## config.mk

```make
export PLATFORM = sky130hd
export DESIGN_NAME = mon_host_link
export DESIGN_NICKNAME = d
export VERILOG_FILES = /design/src/rtl/mon_host_link.sv
export SDC_FILE = /design/constraint.sdc
export NUM_CORES = 1
export LEC_CHECK = 0
export ABC_CLOCK_PERIOD_IN_PS = 5050
export BUFFER_PORTS_ARGS = -buffer_cell sky130_fd_sc_hd__buf_2
export CORE_MARGIN = 2
export CORE_UTILIZATION = 35
export CTS_CLUSTER_SIZE = 14
export DETAILED_ROUTE_END_ITERATION = 10
export PLACE_DENSITY = 0.58
export SLEW_MARGIN = 20
export SYNTH_ARGS = -nofsm -noshare
export SYNTH_HDL_FRONTEND = slang
export SYNTH_SLANG_ARGS = --single-unit
```

## constraint.sdc

```tcl
create_clock -name mon_clk -period 5.05 [get_ports mon_clk]
set_clock_uncertainty 0.1 [all_clocks]
set_input_delay 0.7575 -clock mon_clk [delete_from_list [all_inputs] [get_ports mon_clk]]
set_output_delay 0.7575 -clock mon_clk [all_outputs]
set_load 0.02 [all_outputs]
```

## src/rtl/mon_host_link.sv

```systemverilog
// Host end of the monitor serial link: 40-bit frame TX/RX, full duplex.
// Optional even parity bit in both directions: define MON_LINK_PARITY_EN.
module mon_host_link #(
  parameter int DATA_W   = 40,
  parameter int BIT_CLKS = 4,
  parameter int GAP_BITS = 2
) (
  input  logic              mon_clk,
  input  logic              rst_n,
  input  logic [DATA_W-1:0] tx_data,
  input  logic              tx_valid,
  output logic              tx_ready,
  output logic              to_mon,
  input  logic              from_mon,
  output logic [DATA_W-1:0] rx_data,
  output logic              rx_valid,
  output logic              rx_err,
  output logic              tx_busy
);

`ifdef MON_LINK_PARITY_EN
  localparam bit PAR_EN = 1'b1;
`else
  localparam bit PAR_EN = 1'b0;
`endif

  localparam int CW = (BIT_CLKS > 1) ? $clog2(BIT_CLKS) : 1;
  localparam int BW = $clog2(DATA_W + GAP_BITS + 1);
  localparam logic [CW-1:0] C_LAST = CW'(BIT_CLKS - 1);
  localparam logic [CW-1:0] C_MID  = CW'(BIT_CLKS / 2);
  localparam logic [CW-1:0] C_ONE  = CW'(1);
  localparam logic [BW-1:0] B_LAST = BW'(DATA_W - 1);
  localparam logic [BW-1:0] G_LAST = BW'(GAP_BITS - 1);

  typedef enum logic [2:0] {
    T_IDLE, T_START, T_DATA, T_PAR, T_STOP, T_GAP
  } tx_state_t;

  typedef enum logic [2:0] {
    R_IDLE, R_START, R_DATA, R_PAR, R_STOP
  } rx_state_t;

  tx_state_t         tx_st, tx_nx;
  logic [CW-1:0]     tx_cyc, tx_cyc_nx;
  logic [BW-1:0]     tx_bit, tx_bit_nx;
  logic [DATA_W-1:0] tx_sh, tx_sh_nx;
  logic              tx_par, tx_par_nx;
  logic              tx_end;

  rx_state_t         rx_st, rx_nx;
  logic [CW-1:0]     rx_cyc, rx_cyc_nx;
  logic [BW-1:0]     rx_bit, rx_bit_nx;
  logic [DATA_W-1:0] rx_sh, rx_sh_nx;
  logic              rx_pb, rx_pb_nx;
  logic [DATA_W-1:0] rx_data_nx;
  logic              rx_valid_nx, rx_err_nx;
  logic              armed, armed_nx;
  logic              s1, s2, prev;
  logic              rx_mid, rx_last;

  // TX state register
  always_ff @(posedge mon_clk or negedge rst_n) begin
    if (!rst_n) begin
      tx_st  <= T_IDLE;
      tx_cyc <= '0;
      tx_bit <= '0;
      tx_sh  <= '0;
      tx_par <= 1'b0;
    end else begin
      tx_st  <= tx_nx;
      tx_cyc <= tx_cyc_nx;
      tx_bit <= tx_bit_nx;
      tx_sh  <= tx_sh_nx;
      tx_par <= tx_par_nx;
    end
  end

  // TX next state; the line level is decoded from state so reset idles it at once
  always_comb begin
    tx_nx     = tx_st;
    tx_cyc_nx = tx_cyc;
    tx_bit_nx = tx_bit;
    tx_sh_nx  = tx_sh;
    tx_par_nx = tx_par;
    tx_ready  = 1'b0;
    to_mon    = 1'b1;
    tx_end    = (tx_cyc == C_LAST);
    if (tx_st != T_IDLE)
      tx_cyc_nx = tx_end ? '0 : tx_cyc + 1'b1;
    unique case (tx_st)
      T_IDLE: begin
        tx_ready = 1'b1;
        if (tx_valid) begin
          tx_nx     = T_START;
          tx_sh_nx  = tx_data;
          tx_par_nx = ^tx_data;
          tx_cyc_nx = '0;
          tx_bit_nx = '0;
        end
      end
      T_START: begin
        to_mon = 1'b0;
        if (tx_end) tx_nx = T_DATA;
      end
      T_DATA: begin
        to_mon = tx_sh[DATA_W-1];
        if (tx_end) begin
          tx_sh_nx = {tx_sh[DATA_W-2:0], 1'b0};
          if (tx_bit == B_LAST) begin
            tx_bit_nx = '0;
            tx_nx     = PAR_EN ? T_PAR : T_STOP;
          end else begin
            tx_bit_nx = tx_bit + 1'b1;
          end
        end
      end
      T_PAR: begin
        to_mon = tx_par;
        if (tx_end) tx_nx = T_STOP;
      end
      T_STOP: begin
        if (tx_end)
          tx_nx = (GAP_BITS > 0) ? T_GAP : T_IDLE;
      end
      T_GAP: begin
        if (tx_end) begin
          if (tx_bit == G_LAST) begin
            tx_bit_nx = '0;
            tx_nx     = T_IDLE;
          end else begin
            tx_bit_nx = tx_bit + 1'b1;
          end
        end
      end
      default: tx_nx = T_IDLE;
    endcase
  end

  assign tx_busy = ~tx_ready;

  // from_mon synchronizer plus one-cycle history for falling-edge detect
  always_ff @(posedge mon_clk or negedge rst_n) begin
    if (!rst_n) begin
      s1   <= 1'b1;
      s2   <= 1'b1;
      prev <= 1'b1;
    end else begin
      s1   <= from_mon;
      s2   <= s1;
      prev <= s2;
    end
  end

  // RX state register and registered outputs
  always_ff @(posedge mon_clk or negedge rst_n) begin
    if (!rst_n) begin
      rx_st    <= R_IDLE;
      rx_cyc   <= '0;
      rx_bit   <= '0;
      rx_sh    <= '0;
      rx_pb    <= 1'b0;
      rx_data  <= '0;
      rx_valid <= 1'b0;
      rx_err   <= 1'b0;
      armed    <= 1'b1;
    end else begin
      rx_st    <= rx_nx;
      rx_cyc   <= rx_cyc_nx;
      rx_bit   <= rx_bit_nx;
      rx_sh    <= rx_sh_nx;
      rx_pb    <= rx_pb_nx;
      rx_data  <= rx_data_nx;
      rx_valid <= rx_valid_nx;
      rx_err   <= rx_err_nx;
      armed    <= armed_nx;
    end
  end

  // RX next state; the edge cycle counts as cycle 0 of the start bit
  always_comb begin
    rx_nx       = rx_st;
    rx_cyc_nx   = rx_cyc;
    rx_bit_nx   = rx_bit;
    rx_sh_nx    = rx_sh;
    rx_pb_nx    = rx_pb;
    rx_data_nx  = rx_data;
    rx_valid_nx = 1'b0;
    rx_err_nx   = 1'b0;
    armed_nx    = armed | s2;
    rx_mid      = (rx_cyc == C_MID);
    rx_last     = (rx_cyc == C_LAST);
    if (rx_st != R_IDLE)
      rx_cyc_nx = rx_last ? '0 : rx_cyc + 1'b1;
    unique case (rx_st)
      R_IDLE: begin
        if (armed && prev && !s2) begin
          rx_nx     = R_START;
          rx_cyc_nx = C_ONE;
          rx_bit_nx = '0;
        end
      end
      R_START: begin
        if (rx_mid && s2) begin
          rx_nx = R_IDLE;
        end else if (rx_last) begin
          rx_nx = R_DATA;
        end
      end
      R_DATA: begin
        if (rx_mid)
          rx_sh_nx = {rx_sh[DATA_W-2:0], s2};
        if (rx_last) begin
          if (rx_bit == B_LAST) begin
            rx_bit_nx = '0;
            rx_nx     = PAR_EN ? R_PAR : R_STOP;
          end else begin
            rx_bit_nx = rx_bit + 1'b1;
          end
        end
      end
      R_PAR: begin
        if (rx_mid) rx_pb_nx = s2;
        if (rx_last) rx_nx = R_STOP;
      end
      R_STOP: begin
        if (rx_mid) begin
          rx_nx = R_IDLE;
          if (s2 && (!PAR_EN || (rx_pb == ^rx_sh))) begin
            rx_valid_nx = 1'b1;
            rx_data_nx  = rx_sh;
          end else begin
            rx_err_nx = 1'b1;
            armed_nx  = 1'b0;
          end
        end
      end
      default: rx_nx = R_IDLE;
    endcase
  end

endmodule
```

### Yosys cells after proc, flatten, opt, wreduce, memory -nomap -nowiden

Cells that the tools add are included.

* memory bits (read-only): 0
* output and inout port bits: 45
* memories: 0
* bits in writable memories: 0
* bits in latches: 0
* register bits: 149
* logic and storage cells: 120
* bits of input ports: 44

* reductions and logical operators: 20
* $mul: 0
* bitwise operators: 2
* add/subtract/negate cells: 4
* $lt $le $gt $ge: 0
* multiplexer cells: 49
* shifts and indexed selects: 0
* eq/ne operators: 29
* divide/modulo/power cells: 0

Operators by type and width (count)
* 40-bit two-way mux: 2
* 40-bit case mux with 2 select lines: 1
* 6-bit two-way mux: 8
* 3-bit two-way mux: 15
* 40-bit parity: 1
* 2-bit inequality test (second input constant): 13
* 3-bit case mux with 6 select lines: 1
* 6-bit case mux with 3 select lines: 1
* 2-bit two-way mux: 8
* 3-bit case mux with 5 select lines: 1
* 6-bit by 1-bit adder with 6-bit output (second input constant): 2
* 3-bit by 2-bit == test with 1-bit output (second input constant): 4
* 6-bit == test (second input constant): 2
* 6-bit case mux with 2 select lines: 1
* 1-bit two-way mux: 10
* 3-bit == test (second input constant): 3
* 3-bit AND reduction: 3
* 3-bit nonzero test: 3
* 8-bit AND reduction: 1
* 2-bit == test (second input constant): 3
* 3-bit by 1-bit == test with 1-bit output (second input constant): 2
* 6-bit by 1-bit == test with 1-bit output (second input constant): 1
* 3-bit zero test: 2
* 6-bit AND reduction: 1
* other kinds (10): 15

### Logic depth before layout (Yosys ltp)

* depth after elaboration: 5
* mapped depth: 9
* mapped depth without buffers: 8

### Worst setup path before layout

OpenSTA, ideal clock, no wires.

* kind: input -> register
* start point: in tx_data[36]
* end point: reg tx_par
* arrival: 1869 ps
* stages: 6
* required time: 4873 ps
* library setup time: 77 ps
* path buffers: 0
* path slack: 3004 ps
* path through: xor2_1 > xnor2_1 > xnor2_1 > xnor3_1 > xnor2_1 > a21oi_1

* longest elaborated chain between the ends: 1

RTL lines
* from (decl): line 10 `input logic [DATA_W-1:0] tx_data,`
* 40-bit parity: line 96 `tx_par_nx = ^tx_data;`
* to (signal assigned): line 74 `tx_par <= tx_par_nx;`
* to (decl): line 47 `logic tx_par, tx_par_nx;`

No other way between the ends.
A chain may end at the register's enable or synchronous reset.

### Worst setup path after layout

* start point: reg tx_st[2]
* end point: reg tx_sh[37]

* longest elaborated chain between the ends: 3
* elaborated cells between the ends (all ways): 7
* classes of those cells: 3 x eq/ne; 1 x mux; 3 x reduce/logical

RTL lines
* from (decl): line 43 `tx_state_t tx_st, tx_nx;`
* from (signal assigned): line 70 `tx_st <= tx_nx;`
* 3-bit by 2-bit == test with 1-bit output or 3-bit zero test (tied branches): line 90 `unique case (tx_st)`
* 2-bit inequality test (no source line) or 2-bit nonzero test (tied branches)
* 3-bit AND reduction (no source line)
* to (signal assigned): line 73 `tx_sh <= tx_sh_nx;`
* to (decl): line 46 `logic [DATA_W-1:0] tx_sh, tx_sh_nx;`

Parallel ways exist; a longest one is shown, timed or not.

==> out/qor.log <==
[outcome] result of the run completed
[cts] maximum number of buffers from clock root to sink 2
[critical_path] endpoint of the worst register-to-register path tx_sh[37]
[synthesis] cell accounting for the most synthesized area sky130_fd_sc_hd__dfrtp_1
[cts] Max H-tree Level 4
[floorplan] die width 142 um
[floorplan] num rows 50
[critical_path] required time worst endpoint 5.21 ns
[sta] headroom to the max-slew limit 0.343
[critical_path] Arr. time, crit path 2.66 ns
[cts] number of buffers created by CTS 17
[sta] setup repair after global routing missed its margin false
[synthesis] leading post-synthesis cells by instance count 170 x sky130_fd_sc_hd__nand2_1, 145 x sky130_fd_sc_hd__dfrtp_1, 53 x sky130_fd_sc_hd__o21ai_0
[sta] final count of negative-setup-slack endpoints 0
[power] Power Dens Cells 479 mW/mm^2
[synthesis] #FFs+latches synth 149
[floorplan] starting density of the core 0.356
[synthesis] most repeated cell in the gate-level netlist after synthesis sky130_fd_sc_hd__nand2_1
[place] routability-driven placement congestion ratio 0.719
[power] overall power 3.77 mW
[synthesis] Compound-Gate Fraction of Synth Area 0.0719
[synthesis] warnings from Yosys 0
[sta] transition at the pin with the smallest max-transition slack 0.986 ns
[floorplan] Die ar. 0.0202 mm^2
[synthesis] area share of and/or/nand/nor cells after synthesis 0.146
[sta] maximum clock frequency 0.401 GHz
[global_routing] wire length of the first global-routing pass 22.4 mm
[synthesis] cell types with the largest area share after synthesis sky130_fd_sc_hd__dfrtp_1 54%, sky130_fd_sc_hd__nand2_1 9.6%, sky130_fd_sc_hd__mux2_2 6.6%, sky130_fd_sc_hd__mux2i_1 6.0%, sky130_fd_sc_hd__xnor2_1 4.2%
[sta] Tcrit/Tclk final 0.494
[synthesis] largest family of logic cells by synthesized area simple AND/OR/NAND/NOR gates
[place] count of input and output buffers 88
[synthesis] multiplexer fraction of the synthesized cell area 0.129
[finish] fraction of layout cells with a size suffix above 1 0.244
[cts] post-CTS setup buffer count 0
[run] maxcap violations 0
[synthesis] synthesized instance count 620
[global_routing] via count of the first global-routing pass 4,735
[critical_path] crit start category register
[cts] Root Buffer Master sky130_fd_sc_hd__clkbuf_16
[cts] clk slew on worst S/H paths 0.06 ns
[critical_path] CP Max Fanout 79
[worst_hold_path] min-delay worst type reg -> reg
[synthesis] area share of the largest cell type after synthesis 0.544
[finish] Total Nets Final 751
[global_routing] largest net degree at the start of global routing 123
[synthesis] async set-reset flop share out of synthesis 1.00
[cts] clock sink total 149
[critical_path] WS Path Type reg -> reg
[synthesis] synthesized area per cell 10.8 um^2
[synthesis] adder and majority gate portion of the synthesized area 0.0113
[routing] ratio of routed vias to standard cells 4.84
[floorplan] chip height 142 um
[cts] TritonCTS clock tree built
[routing] Wirelength per Cell 13.6 um
[routing] vias after detailed routing 4,585
[cts] hold-fix buffers at CTS 0
[synthesis] number of flops mapped to enable cells by yosys 0
[routing] initial drt markers 205
[synthesis] register area share after synthesis 0.560
[place] post-DP HPWL 8.53 mm
[routing] number of nets with antenna violations after routing 0
[routing] router iterations before antenna repair 4
[synthesis] synthesized cell area 0.00667 mm^2
[cts] clock network latency to the later pin of the worst-skew pair 0.42 ns
[floorplan] Core Box Area 0.0187 mm^2
[sta] final period demand of the worst path 2.50 ns
[global_routing] number of antenna violations at the first check in global routing 0
[sta] TNS Setup 0 ns
[routing] drt total wl 12.9 mm
[floorplan] I/O pin count 89
[critical_path] reg2reg path depth 6
[global_routing] Total Routing Usage GR 0.137
[sta] hold violation total from the final report 0
[place] Placed Instance Area 0.00728 mm^2
[finish] final design instance area without fill 0.00788 mm^2
[worst_hold_path] endpoint of the worst hold-timing path s2
[finish] layout overhead on the synthesized area 18.2%
[critical_path] Critical R2R Launch tx_st[2]
[finish] number of inserted diodes 0
[worst_hold_path] worst min-delay path startpoint s1
[worst_hold_path] Worst Hold Depth 0
[sta] count of final max-slew check failures 0
[power] Static Leak 3.95 nW
[finish] Filler Cell Count 1,790
[synthesis] Distinct cells, synth 48
[synthesis] parity-gate share of the synthesized area counting xor and xnor cells 0.0533
[global_routing] overflow left after global routing 0
[cts] PostCTS Resize Cnt 0
[synthesis] prevailing post-synth register cell sky130_fd_sc_hd__dfrtp_1
[synthesis] Post-Synthesis Net Count 670
[power] largest voltage drop on the vdd net 211 uV
[critical_path] critical path capture point type register
[routing] DRC violation count after routing 0
[critical_path] flop-to-flop setup slack 2.55 ns
[power breakdown]
part | total, mW | internal, mW | switching, mW
clock network | 1.28 | 0.742 | 0.533
registers | 1.58 | 1.42 | 0.167
logic | 0.916 | 0.397 | 0.519
[flip-flops by register name, summed over array words and instances (netlist names)]
signal and flops:
armed 1, prev 1, rx_bit 6, rx_cyc 2, rx_data 40, rx_err 1
rx_sh 40, rx_st 3, rx_valid 1, s1 1, s2 1, tx_bit 6
tx_cyc 2, tx_par 1, tx_sh 40, tx_st 3
[stage by stage]
stage / utilization / hold WS (ns) / setup slack, ns / std cells
3_3_place_gp: 0.389 / 0.247 / 2.66 / 916
3_5_place_dp: 0.389 / 0.247 / 2.54 / 916
6_report: 0.421 / 0.259 / 2.55 / 948
5_1_grt: 0.421 / 0.266 / 2.34 / 948
4_1_cts: 0.421 / 0.258 / 2.53 / 948
2_1_floorplan: - / 0.245 / 3.00 / 620
[cell usage in the layout (no fill, tap or decap), drive strengths merged, types with 2 or more instances in the layout]
cell type  synthesis  routed
mux2              41      41
buf               18      92
clkbuf            13      18
nor2              15      15
nand4              3       3
nor4               3       3
nand3              9       9
clkinvlp           0       3
dfstp              4       4
o21ai             53      53
and3               3       3
inv                6      13
a21o               6       6
nor3               5       5
mux2i             40      40
nor4b              2       2
or3                2       2
and2               4       4
nand3b             5       5
o31ai              2       2
ha                 6       6
nand2            170     170
a21oi              8       8
xor2               6       6
xnor2             32      32
clkinv             0       3
nand2b             4       4
bufinv             0       2
dfrtp            145     145
[critical path, cell delays in order, from the launching register on]
cell and delay [ns]:
sky130_fd_sc_hd__dfrtp_1 0.58, sky130_fd_sc_hd__nor2_1 0.09, sky130_fd_sc_hd__and2_2 0.20, sky130_fd_sc_hd__buf_4 0.33
sky130_fd_sc_hd__a21oi_4 0.26, sky130_fd_sc_hd__buf_4 0.54, sky130_fd_sc_hd__o21ai_0 0.21
[how the worst max path moves through the flow]
stage,startpoint,slack (ns),to
after floorplan,tx_data[36],3.00,tx_par
after global placement,tx_st[2],2.66,tx_sh[12]
after CTS,tx_st[2],2.53,tx_sh[37]
final,tx_st[2],2.55,tx_sh[37]
after global routing,tx_st[2],2.34,tx_sh[37]
after detailed placement,tx_st[2],2.54,tx_sh[37]
[per-layer routing]
metal,up-vias,GRT usage,part of all wire,wire (um)
met5,-,0,0,0
met4,0,0.0468,0.0097,125
met3,13,0.0363,0.046,599
met2,105,0.224,0.47,6030
met1,2219,0.177,0.48,6140
li1,2248,-,-,-
[kinds of logic after synthesis]
logic type | after synthesis
adder cells (fa/ha/maj) | 6
buffers and inverters | 37
AO/OA/AOI/OAI | 80
flip-flops | 149
AND/OR/NAND/NOR | 228
XOR/XNOR | 39
multiplexers | 81
[cell type report]
cell class / count / area [um^2] / share of cell area
clock inverter: 15 / 170 / 0.0216
timing repair buffer: 93 / 487 / 0.0618
tap: 234 / 293 / 0.0372
multi-input combinational: 434 / 2750 / 0.349
clock buffer: 17 / 425 / 0.0540
inverter: 6 / 22.5 / 0.00286
sequential: 149 / 3730 / 0.474
(Power assumes the default switching activity.)
